**src/rtl/if_pkg.sv**
```systemverilog
// Shared types and defaults for the instruction-fetch stage.
package if_pkg;

  typedef enum logic [1:0] {
    IDLE  = 2'd0,
    FETCH = 2'd1,
    WAIT  = 2'd2,
    HOLD  = 2'd3
  } if_state_e;

  localparam logic [63:0] IF_RESET_PC  = 64'h0;
  localparam logic [31:0] IF_NOP_INSTR = 32'h0000_0013;

endpackage

```
**src/rtl/if_id_reg.sv**
```systemverilog
// IF/ID pipeline register with a one-entry skid buffer for responses that
// arrive while decode is stalled.
module if_id_reg
  import if_pkg::*;
#(
  parameter int unsigned              BUS_WIDTH   = 64,
  parameter int unsigned              INSTR_WIDTH = 32,
  parameter logic [INSTR_WIDTH-1:0]   NOP_INSTR   = INSTR_WIDTH'(IF_NOP_INSTR)
) (
  input  logic                   clk,
  input  logic                   rst_n,
  input  logic                   stall,
  input  logic                   flush,
  input  logic                   load_out,
  input  logic                   load_skid,
  input  logic                   skid_to_out,
  input  logic [BUS_WIDTH-1:0]   in_pc,
  input  logic [INSTR_WIDTH-1:0] in_instr,
  output logic                   if_valid,
  output logic [BUS_WIDTH-1:0]   if_pc,
  output logic [INSTR_WIDTH-1:0] if_instr
);

  logic                   valid_q, valid_d;
  logic [BUS_WIDTH-1:0]   pc_q, pc_d;
  logic [INSTR_WIDTH-1:0] instr_q, instr_d;
  logic                   skid_valid_q, skid_valid_d;
  logic [BUS_WIDTH-1:0]   skid_pc_q, skid_pc_d;
  logic [INSTR_WIDTH-1:0] skid_instr_q, skid_instr_d;

  always_comb begin
    valid_d      = valid_q;
    pc_d         = pc_q;
    instr_d      = instr_q;
    skid_valid_d = skid_valid_q;
    skid_pc_d    = skid_pc_q;
    skid_instr_d = skid_instr_q;

    if (flush) begin
      valid_d      = 1'b0;
      instr_d      = NOP_INSTR;
      skid_valid_d = 1'b0;
    end else if (load_out) begin
      valid_d = 1'b1;
      pc_d    = in_pc;
      instr_d = in_instr;
    end else if (skid_to_out && skid_valid_q) begin
      valid_d      = 1'b1;
      pc_d         = skid_pc_q;
      instr_d      = skid_instr_q;
      skid_valid_d = 1'b0;
    end else begin
      if (load_skid) begin
        skid_valid_d = 1'b1;
        skid_pc_d    = in_pc;
        skid_instr_d = in_instr;
      end
      // Decode consumed the current entry and nothing replaces it; pc is kept.
      if (!stall) begin
        valid_d = 1'b0;
        instr_d = NOP_INSTR;
      end
    end
  end

  always_ff @(posedge clk or negedge rst_n) begin
    if (!rst_n) begin
      valid_q      <= 1'b0;
      pc_q         <= '0;
      instr_q      <= NOP_INSTR;
      skid_valid_q <= 1'b0;
      skid_pc_q    <= '0;
      skid_instr_q <= NOP_INSTR;
    end else begin
      valid_q      <= valid_d;
      pc_q         <= pc_d;
      instr_q      <= instr_d;
      skid_valid_q <= skid_valid_d;
      skid_pc_q    <= skid_pc_d;
      skid_instr_q <= skid_instr_d;
    end
  end

  assign if_valid = valid_q;
  assign if_pc    = pc_q;
  assign if_instr = instr_q;

endmodule

```
**src/rtl/if_stage.sv**
```systemverilog
// Instruction-fetch stage: owns the PC, issues one outstanding imem request
// at a time and feeds the IF/ID register.
module if_stage
  import if_pkg::*;
#(
  parameter int unsigned            BUS_WIDTH   = 64,
  parameter int unsigned            INSTR_WIDTH = 32,
  parameter logic [BUS_WIDTH-1:0]   RESET_PC    = BUS_WIDTH'(IF_RESET_PC),
  parameter int unsigned            PC_INCR     = 4,
  parameter logic [INSTR_WIDTH-1:0] NOP_INSTR   = INSTR_WIDTH'(IF_NOP_INSTR)
) (
  input  logic                   clk,
  input  logic                   rst_n,
  input  logic                   stall,
  input  logic                   redirect,
  input  logic [BUS_WIDTH-1:0]   redirect_pc,
  output logic                   imem_req,
  output logic [BUS_WIDTH-1:0]   imem_addr,
  input  logic                   imem_ready,
  input  logic                   imem_rvalid,
  input  logic [INSTR_WIDTH-1:0] imem_rdata,
  output logic                   if_valid,
  output logic [BUS_WIDTH-1:0]   if_pc,
  output logic [INSTR_WIDTH-1:0] if_instr
);

  if_state_e            state_q, state_d;
  logic [BUS_WIDTH-1:0] pc_q, pc_d;
  logic [BUS_WIDTH-1:0] req_pc_q, req_pc_d;
  logic                 drop_q, drop_d;
  logic                 imem_req_q, imem_req_d;
  logic                 load_out, load_skid, skid_to_out;

  always_comb begin
    state_d     = state_q;
    pc_d        = pc_q;
    req_pc_d    = req_pc_q;
    drop_d      = drop_q;
    load_out    = 1'b0;
    load_skid   = 1'b0;
    skid_to_out = 1'b0;

    unique case (state_q)
      IDLE: state_d = FETCH;
      FETCH: begin
        if (imem_ready) begin
          req_pc_d = pc_q;
          state_d  = WAIT;
          // A request accepted in the redirect cycle is already committed.
          if (redirect) drop_d = 1'b1;
        end
      end
      WAIT: begin
        if (imem_rvalid) begin
          drop_d = 1'b0;
          if (drop_q || redirect) begin
            state_d = FETCH;
          end else begin
            pc_d = req_pc_q + BUS_WIDTH'(PC_INCR);
            if (!if_valid || !stall) begin
              load_out = 1'b1;
              state_d  = FETCH;
            end else begin
              load_skid = 1'b1;
              state_d   = HOLD;
            end
          end
        end else if (redirect) begin
          drop_d = 1'b1;
        end
      end
      HOLD: begin
        if (!stall) begin
          skid_to_out = 1'b1;
          state_d     = FETCH;
        end
      end
    endcase

    if (redirect) begin
      pc_d        = redirect_pc;
      load_out    = 1'b0;
      load_skid   = 1'b0;
      skid_to_out = 1'b0;
      if (state_q == HOLD) state_d = FETCH;
    end

    imem_req_d = (state_d == FETCH);
  end

  always_ff @(posedge clk or negedge rst_n) begin
    if (!rst_n) begin
      state_q    <= IDLE;
      pc_q       <= RESET_PC;
      req_pc_q   <= '0;
      drop_q     <= 1'b0;
      imem_req_q <= 1'b0;
    end else begin
      state_q    <= state_d;
      pc_q       <= pc_d;
      req_pc_q   <= req_pc_d;
      drop_q     <= drop_d;
      imem_req_q <= imem_req_d;
    end
  end

  assign imem_req  = imem_req_q;
  assign imem_addr = pc_q;

  if_id_reg #(
    .BUS_WIDTH   (BUS_WIDTH),
    .INSTR_WIDTH (INSTR_WIDTH),
    .NOP_INSTR   (NOP_INSTR)
  ) u_if_id_reg (
    .clk         (clk),
    .rst_n       (rst_n),
    .stall       (stall),
    .flush       (redirect),
    .load_out    (load_out),
    .load_skid   (load_skid),
    .skid_to_out (skid_to_out),
    .in_pc       (req_pc_q),
    .in_instr    (imem_rdata),
    .if_valid    (if_valid),
    .if_pc       (if_pc),
    .if_instr    (if_instr)
  );

endmodule

```
**config.mk**
```make
export PLATFORM = sky130hd
export DESIGN_NAME = if_stage
export DESIGN_NICKNAME = d
export VERILOG_FILES = /design/src/rtl/if_pkg.sv /design/src/rtl/if_id_reg.sv /design/src/rtl/if_stage.sv
export SDC_FILE = /design/constraint.sdc
export NUM_CORES = 1
export LEC_CHECK = 0
export CAP_MARGIN = 20
export CORE_ASPECT_RATIO = 2
export CORE_MARGIN = 2
export CORE_UTILIZATION = 35
export CTS_CLUSTER_DIAMETER = 50
export CTS_CLUSTER_SIZE = 28
export DETAILED_ROUTE_END_ITERATION = 16
export GPL_ROUTABILITY_DRIVEN = 0
export PLACE_DENSITY = 0.55
export SKIP_LAST_GASP = 1
export SYNTH_ARGS = -nofsm -noshare
export SYNTH_HDL_FRONTEND = slang
export SYNTH_SLANG_ARGS = --single-unit
export TNS_END_PERCENT = 50
```
**constraint.sdc**
```tcl
create_clock -name clk -period 5.5 [get_ports clk]
set_input_delay 0.55 -clock clk [delete_from_list [all_inputs] [get_ports clk]]
set_output_delay 0.55 -clock clk [all_outputs]
set_load 0.03 [all_outputs]
```
==> results of run 1 <==
## per-stage QoR
stage | instances | hold WS (ps) | worst slack (ps)
floorplan | 1263 | 254 | 3300
global placement | 1985 | 435 | 2150
detailed placement | 1985 | 438 | 2110
CTS | 2033 | 433 | 2620
global route | 2034 | 469 | 2440
finish | 2035 | 444 | 2650
## flip-flops by register name, indices dropped and copies added (netlist names)
register                  cells
drop_q                        1
u_if_id_reg.skid_pc_q        64
u_if_id_reg.skid_instr_q     32
u_if_id_reg.if_valid          1
imem_req                      1
u_if_id_reg.if_pc            64
u_if_id_reg.skid_valid_q      1
state_q                       2
req_pc_q                     64
imem_addr                    64
u_if_id_reg.if_instr         32
## power by group through the flow
stage,combinational [µW],sequential [µW],clock (µW)
finish,2340,3620,1930
global route,2520,3710,2070
CTS,2370,3640,1990
detailed placement,2360,3680,0
global placement,2340,3670,0
floorplan,903,3960,0
## area by class of cell
| class | count | area [µm²] | area share |
|---|---|---|---|
| Timing Repair Buffer | 280 | 2800 | 0.154 |
| Tap cell | 530 | 663 | 0.0363 |
| Clock inverter | 17 | 173 | 0.00946 |
| Sequential cell | 326 | 8170 | 0.448 |
| Inverter | 39 | 146 | 0.00802 |
| Clock buffer | 30 | 686 | 0.0376 |
| Multi-Input combinational cell | 811 | 5610 | 0.307 |
| Antenna cell | 2 | 5.00 | 0.000274 |
## cell families (layout without fill, tap and decap cells)
kind of cell,after synthesis,in the layout,synth area share
buf+inv,126,366,0.0349
mux,171,171,0.134
compound gates,204,204,0.100
xor+xnor,55,55,0.0339
other cells,0,2,0
simple gates,380,380,0.122
fa+ha+maj,1,1,0.000879
flops,326,326,0.574
## final timing paths
kind	start	to	cells after the start
worst max-delay path	req_pc_q[14]	imem_addr[51]	6
worst min-delay path	rst_n	req_pc_q[9]	2
worst max register to register	req_pc_q[14]	imem_addr[51]	6
worst min register to register	u_if_id_reg.if_instr[1]	u_if_id_reg.if_instr[1]	2
max in group asynchronous	rst_n	u_if_id_reg.if_pc[63]	3
min in group clk	u_if_id_reg.if_instr[1]	u_if_id_reg.if_instr[1]	2
## critical path: cells and delay by family, from the launching register on
family,cells,cell delay (ps)
flops,1,490
compound gates,1,310
simple gates,4,1780
xor+xnor,1,160
## layer usage
metal  part of all wire  global-route usage  wire length, µm
met5                  0                   0                0
met4              0.039              0.0818             1650
met3              0.045              0.0315             1890
met2               0.54               0.370            23000
met1               0.37               0.226            15900
## cells in the mapped netlist (15+ instances only)
cell type and number:
nor2_1 48, nand4_1 17, inv_1 39, xnor2_1 24, nand3_1 27, clkbuf_1 65, mux2_2 160, a21oi_1 37
a222oi_1 29, dfrtp_1 320, a22oi_1 61, o21ai_0 43, nand2_1 223, xor2_1 31, o221ai_1 15
## timing repair
| action | 4_1_cts | 5_1_grt |
|---|---|---|
| endpoints found under the hold margin | 29 | 0 |
| hold buffers | 1 | 0 |
| resized for setup | 0 | 0 |
==> impl_results.md, run 1 <==
- Result of the run: completed
- Area of the mapped netlist: 0.0142 mm²
- Sum of routed wire length over all layers: 42400 µm
- Clock transition at path regs: 80 ps
- Total Routing Usage GR: 0.199
- Worst Skew: 21.1 ps
- Via count of the first global-routing pass: 11100
- Height of the die: 289 µm
- Unrepaired setup endpoints after global routing: false
- Wire length of the first global-routing pass: 65600 µm
- Count of vias placed by the detailed router: 10600
- Crit. End Element: register
- Maximum count of clock buffers along a single path: 3
- TritonCTS clock tree: yes
- Die outline area: 0.0424 mm²
- Fraction of final layout cells sized beyond drive strength 1: 0.164
- Worst-skew pair later-pin latency: 570 ps
- Worst slew slack as a fraction of its limit: 0.289
- Area share of the largest cell type after synthesis: 0.563
- Post-route fraction of the period consumed by the critical path: 0.517
- CTS H-tree depth: 1
- Most frequent cells in the layout: dfrtp_1, clkdlybuf4s50_1, nand2_1
- Number of I/O pins: 264
- GR Overflow Total: 0
- Drt wl/cell: 20.8 µm
- Half-perimeter wire length after detailed placement: 28100 µm
- Total power divided by cell area: 432 mW/mm²
- Proportion of register bits with asynchronous set or reset after synthesis: 1.00
- Reg2Reg Setup Slack: 2650 ps
- Arrival time of data at the critical path endpoint: 3300 ps
- Count of routing violations after the opening detailed-route iteration: 675
- Fraction of power consumed by sequential logic: 0.459
- Final-report max-slew violation count: 0
- Post-synthesis sequential area ratio: 0.574
- Final Instance Area: 0.0182 mm²
- Leakage power total: 0.00827 µW
- Count of antenna-violating nets left after detailed routing: 0
- Number of hold violations in the final report: 0
- Number of synthesized flops with an enable pin: 0
- Total of buffers placed on input and output ports: 263
- Maximum cell stage delay along the critical path: 700 ps
- Via count normalized by instance count: 5.22
- Sum of internal, switching and leakage power: 7880 µW
- Synth area leader: dfrtp_1
- Switching power: 2910 µW
- Fraction of power consumed by the clock network: 0.244
- Largest net degree at the start of global routing: 153
- Mean instance size in the synthesized netlist: 11.3 µm²
- Worst vdd rail ir drop: 0.236 mV
- Number of maximum-capacitance violations: 0
- Layout net count: 1587
- First-pass DRT Iterations: 8
- Most frequent standard cell in the layout excluding fill and tap cells: dfrtp_1
- CP Max Fanout: 10
- Die X: 147 µm
- Number of standard cells after synthesis: 1263
- Req. time, crit path: 5960 ps
- Switching Share: 0.369
- Number of nets in the synthesized netlist: 1366
- Time the final worst path needs with I/O delays and setup: 2850 ps
- Worst slew pin tran: 1070 ps
- Clock root buffer master: clkbuf_16
- Internal power summed over all cells: 4970 µW
- Worst Setup Start Kind: register
- Fraction of power consumed by combinational cells: 0.296
- Number of storage elements in the synthesis netlist: 326
- Number of clock buffers inserted by TritonCTS: 26
- Top area cells in the synthesized netlist: dfrtp_1, mux2_2, nand2_1
- Share of the core filled with cells in the final layout: 0.454
- Count of warnings emitted by yosys: 0
- Number of antenna violations at the first check in global routing: 1
- Ys flop type: dfrtp_1
- FMAX: 351 MHz
- Total number of placement rows: 104
- Class of the tightest hold or removal check: input pin to async pin
- Final total negative setup slack: 0 ps
- Residual DRC count: 0
- Fill cell total of the finished layout: 3756
- Area overhead of the layout relative to synthesis: 28.2%
- Chain of cells forming the critical path: nand4_1, nor3_2, and3_1, nand4b_1, xnor2_1, a221o_1
- Effective utilization at floorplan: 0.354
- Placed instance area: 0.0174 mm²
- Slowest cell on the critical path: nor3_2
- Path type of the worst setup path: register to register
- Clock Sink Count: 326
- Core Area: 0.0402 mm²
- Final setup vio count: 0
- Postcts setup bufs: 0
- Count of distinct cell types in the synthesized netlist: 51
Power figures use the tool's default switching activity.
==> inputs of run 2 (changes only) <==
PLACE_DENSITY = 0.57   (was 0.55)
clock period = 2.4 ns   (was 5.5 ns; I/O delays follow)
==> impl_results.md, run 2 (synthesized netlist as in run 1, its figures left out) <==
- Postcts setup bufs: 0 (unchanged)
- Number of maximum-capacitance violations: 0 (unchanged)
- Req. time, crit path: 2910 ps (was 5960 ps)
- GR Overflow Total: 0 (unchanged)
- Worst slew pin tran: 575 ps (was 1070 ps)
- Total number of placement rows: 104 (unchanged)
- Core Area: 0.0402 mm² (unchanged)
- Number of hold violations in the final report: 0 (unchanged)
- Most frequent standard cell in the layout excluding fill and tap cells: dfrtp_1 (unchanged)
- TritonCTS clock tree: yes (unchanged)
- Area overhead of the layout relative to synthesis: 33.7% (was 28.2%)
- Time the final worst path needs with I/O delays and setup: 2190 ps (was 2850 ps)
- Most frequent cells in the layout: dfrtp_1, clkdlybuf4s50_1, nand2_1 (unchanged)
- Dpl cells: 2045 (was 1985)
- Result of the run: completed (unchanged)
- Number of buffer and inverter stages on the critical path: 1 (was 0)
- Slowest cell on the critical path: or3_4 (was nor3_2)
- Fraction of final layout cells sized beyond drive strength 1: 0.198 (was 0.164)
- Final-report max-slew violation count: 0 (unchanged)
- Chain of cells forming the critical path: ha_1, nand4_1, or3_4, nor3_1, buf_4, nand4_1, or4_1, nand3_1 (was nand4_1, nor3_2, and3_1, nand4b_1, xnor2_1, a221o_1)
- Final standard cell count with taps included and fillers excluded: 2096 (was 2035)
- Path type of the worst setup path: register to register (unchanged)
- Clock root buffer master: clkbuf_16 (unchanged)
- Die X: 147 µm (unchanged)
- Sum of routed wire length over all layers: 43300 µm (was 42400 µm)
- Number of antenna violations at the first check in global routing: 1 (unchanged)
- Most prevalent standard cell on the critical path: nand4_1
- Count of antenna-violating nets left after detailed routing: 0 (unchanged)
- Drt wl/cell: 20.7 µm (was 20.8 µm)
- Worst slew slack as a fraction of its limit: 0.617 (was 0.289)
- Maximum count of clock buffers along a single path: 3 (unchanged)
- Worst vdd rail ir drop: 0.582 mV (was 0.236 mV)
- Final total negative setup slack: 0 ps (unchanged)
- Effective utilization at floorplan: 0.354 (unchanged)
- Post-route fraction of the period consumed by the critical path: 0.911 (was 0.517)
- CP Max Fanout: 6 (was 10)
- Busiest grt layer: met2 (unchanged)
- Clock transition at path regs: 80 ps (about the same)
- Final setup vio count: 0 (unchanged)
- CTS H-tree depth: 1 (unchanged)
- Worst-skew pair later-pin latency: 570 ps (about the same)
- Met2 global-route usage: 0.382 (was 0.370)
- Clock Sink Count: 326 (unchanged)
- Count of vias placed by the detailed router: 10800 (was 10600)
- Share of the core filled with cells in the final layout: 0.473 (was 0.454)
- Total power divided by cell area: 999 mW/mm² (was 432 mW/mm²)
- Number of clock buffers inserted by TritonCTS: 26 (unchanged)
- Leakage power total: 0.00870 µW (was 0.00827 µW)
- Largest net degree at the start of global routing: 131 (was 153)
- FMAX: 457 MHz (was 351 MHz)
- Crit. End Element: register (unchanged)
- Residual DRC count: 0 (unchanged)
- Met1 Resource Use GR: 0.233 (was 0.226)
- Delay-heaviest family, CP: simple AND/OR/NAND/NOR gates (unchanged)
- Die outline area: 0.0424 mm² (unchanged)
- Wire length of the first global-routing pass: 67500 µm (was 65600 µm)
- Total Routing Usage GR: 0.203 (was 0.199)
- Unrepaired setup endpoints after global routing: false (unchanged)
- Worst Skew: 40.5 ps (was 21.1 ps)
- Worst Setup Start Kind: register (unchanged)
- Via count of the first global-routing pass: 11600 (was 11100)
- Class of the tightest hold or removal check: input pin to register (was input pin to async pin)
- Number of I/O pins: 264 (unchanged)
- Total of buffers placed on input and output ports: 263 (unchanged)
- Arrival time of data at the critical path endpoint: 2690 ps (was 3300 ps)
- Half-perimeter wire length after detailed placement: 29600 µm (was 28100 µm)
- Layout net count: 1647 (was 1587)
- Met3 usage: 0.0291 (was 0.0315)
- Count of routing violations after the opening detailed-route iteration: 515 (was 675)
- First-pass DRT Iterations: 5 (was 8)
- Maximum cell stage delay along the critical path: 470 ps (was 700 ps)
- Worst slack on hold paths: 43.9 ps (was 444 ps)
- Via count normalized by instance count: 5.16 (was 5.22)
- Height of the die: 289 µm (unchanged)
-- run 2: cell types whose count changed in the layout (fill, tap and decap cells not counted), sizes merged --
cell and change:
buf +60, bufinv +3, clkbuf -2, clkinv -5
clkinvlp -3, inv +8
-- run 2: where the power goes --
part           switching [µW]  leakage, µW  internal [µW]
sequential               1140      0.00427           6710
clock                    2360     0.000491           2640
combinational            3320      0.00394           2830
-- run 2: what timing repair did --
item / in CTS / in global routing
hold buffers: 1 / 0
resized for setup: 0 / 1
hold endpoints to repair: 49 / 0
setup endpoints to repair: 0 / 1
-- run 2: layout make-up --
type,count,area (µm²)
antenna,2,5.00
clock buffer,28,678
clock inverter,20,325
fill,3753,21200
inverter,39,146
multi-input combinational,811,5610
sequential,326,8170
tap,530,663
timing repair buffer,340,3430
-- run 2: layer usage --
layer,share of wire,up-vias
li1,-,5016
met1,0.38,5440
met2,0.55,300
met3,0.044,62
met4,0.034,0
met5,0,-
-- run 2: metrics by stage --
| stage | setup WS [ps] | total power, µW | cell area, µm² |
|---|---|---|---|
| after floorplan | 204 | 11100 | 14200 |
| after global placement | 50.9 | 14100 | 18000 |
| after detailed placement | 76.6 | 14200 | 18000 |
| after CTS | 80.5 | 19300 | 19000 |
| after global routing | 2.49 | 20000 | 19000 |
| final | 213 | 19000 | 19000 |
-- run 2: worst paths after layout --
check                                              from                          end  slack, ps  cells after the start
worst max-delay path                        req_pc_q[2]                imem_addr[52]        210                      8
worst min-delay path                           redirect                       drop_q         40                      2
worst max register to register              req_pc_q[2]                imem_addr[52]        210                      8
worst min register to register  u_if_id_reg.if_instr[0]      u_if_id_reg.if_instr[0]        470                      2
max in group asynchronous                         rst_n  u_if_id_reg.skid_instr_q[0]       1340                      3
min in group asynchronous                         rst_n        u_if_id_reg.if_pc[10]        210                      2
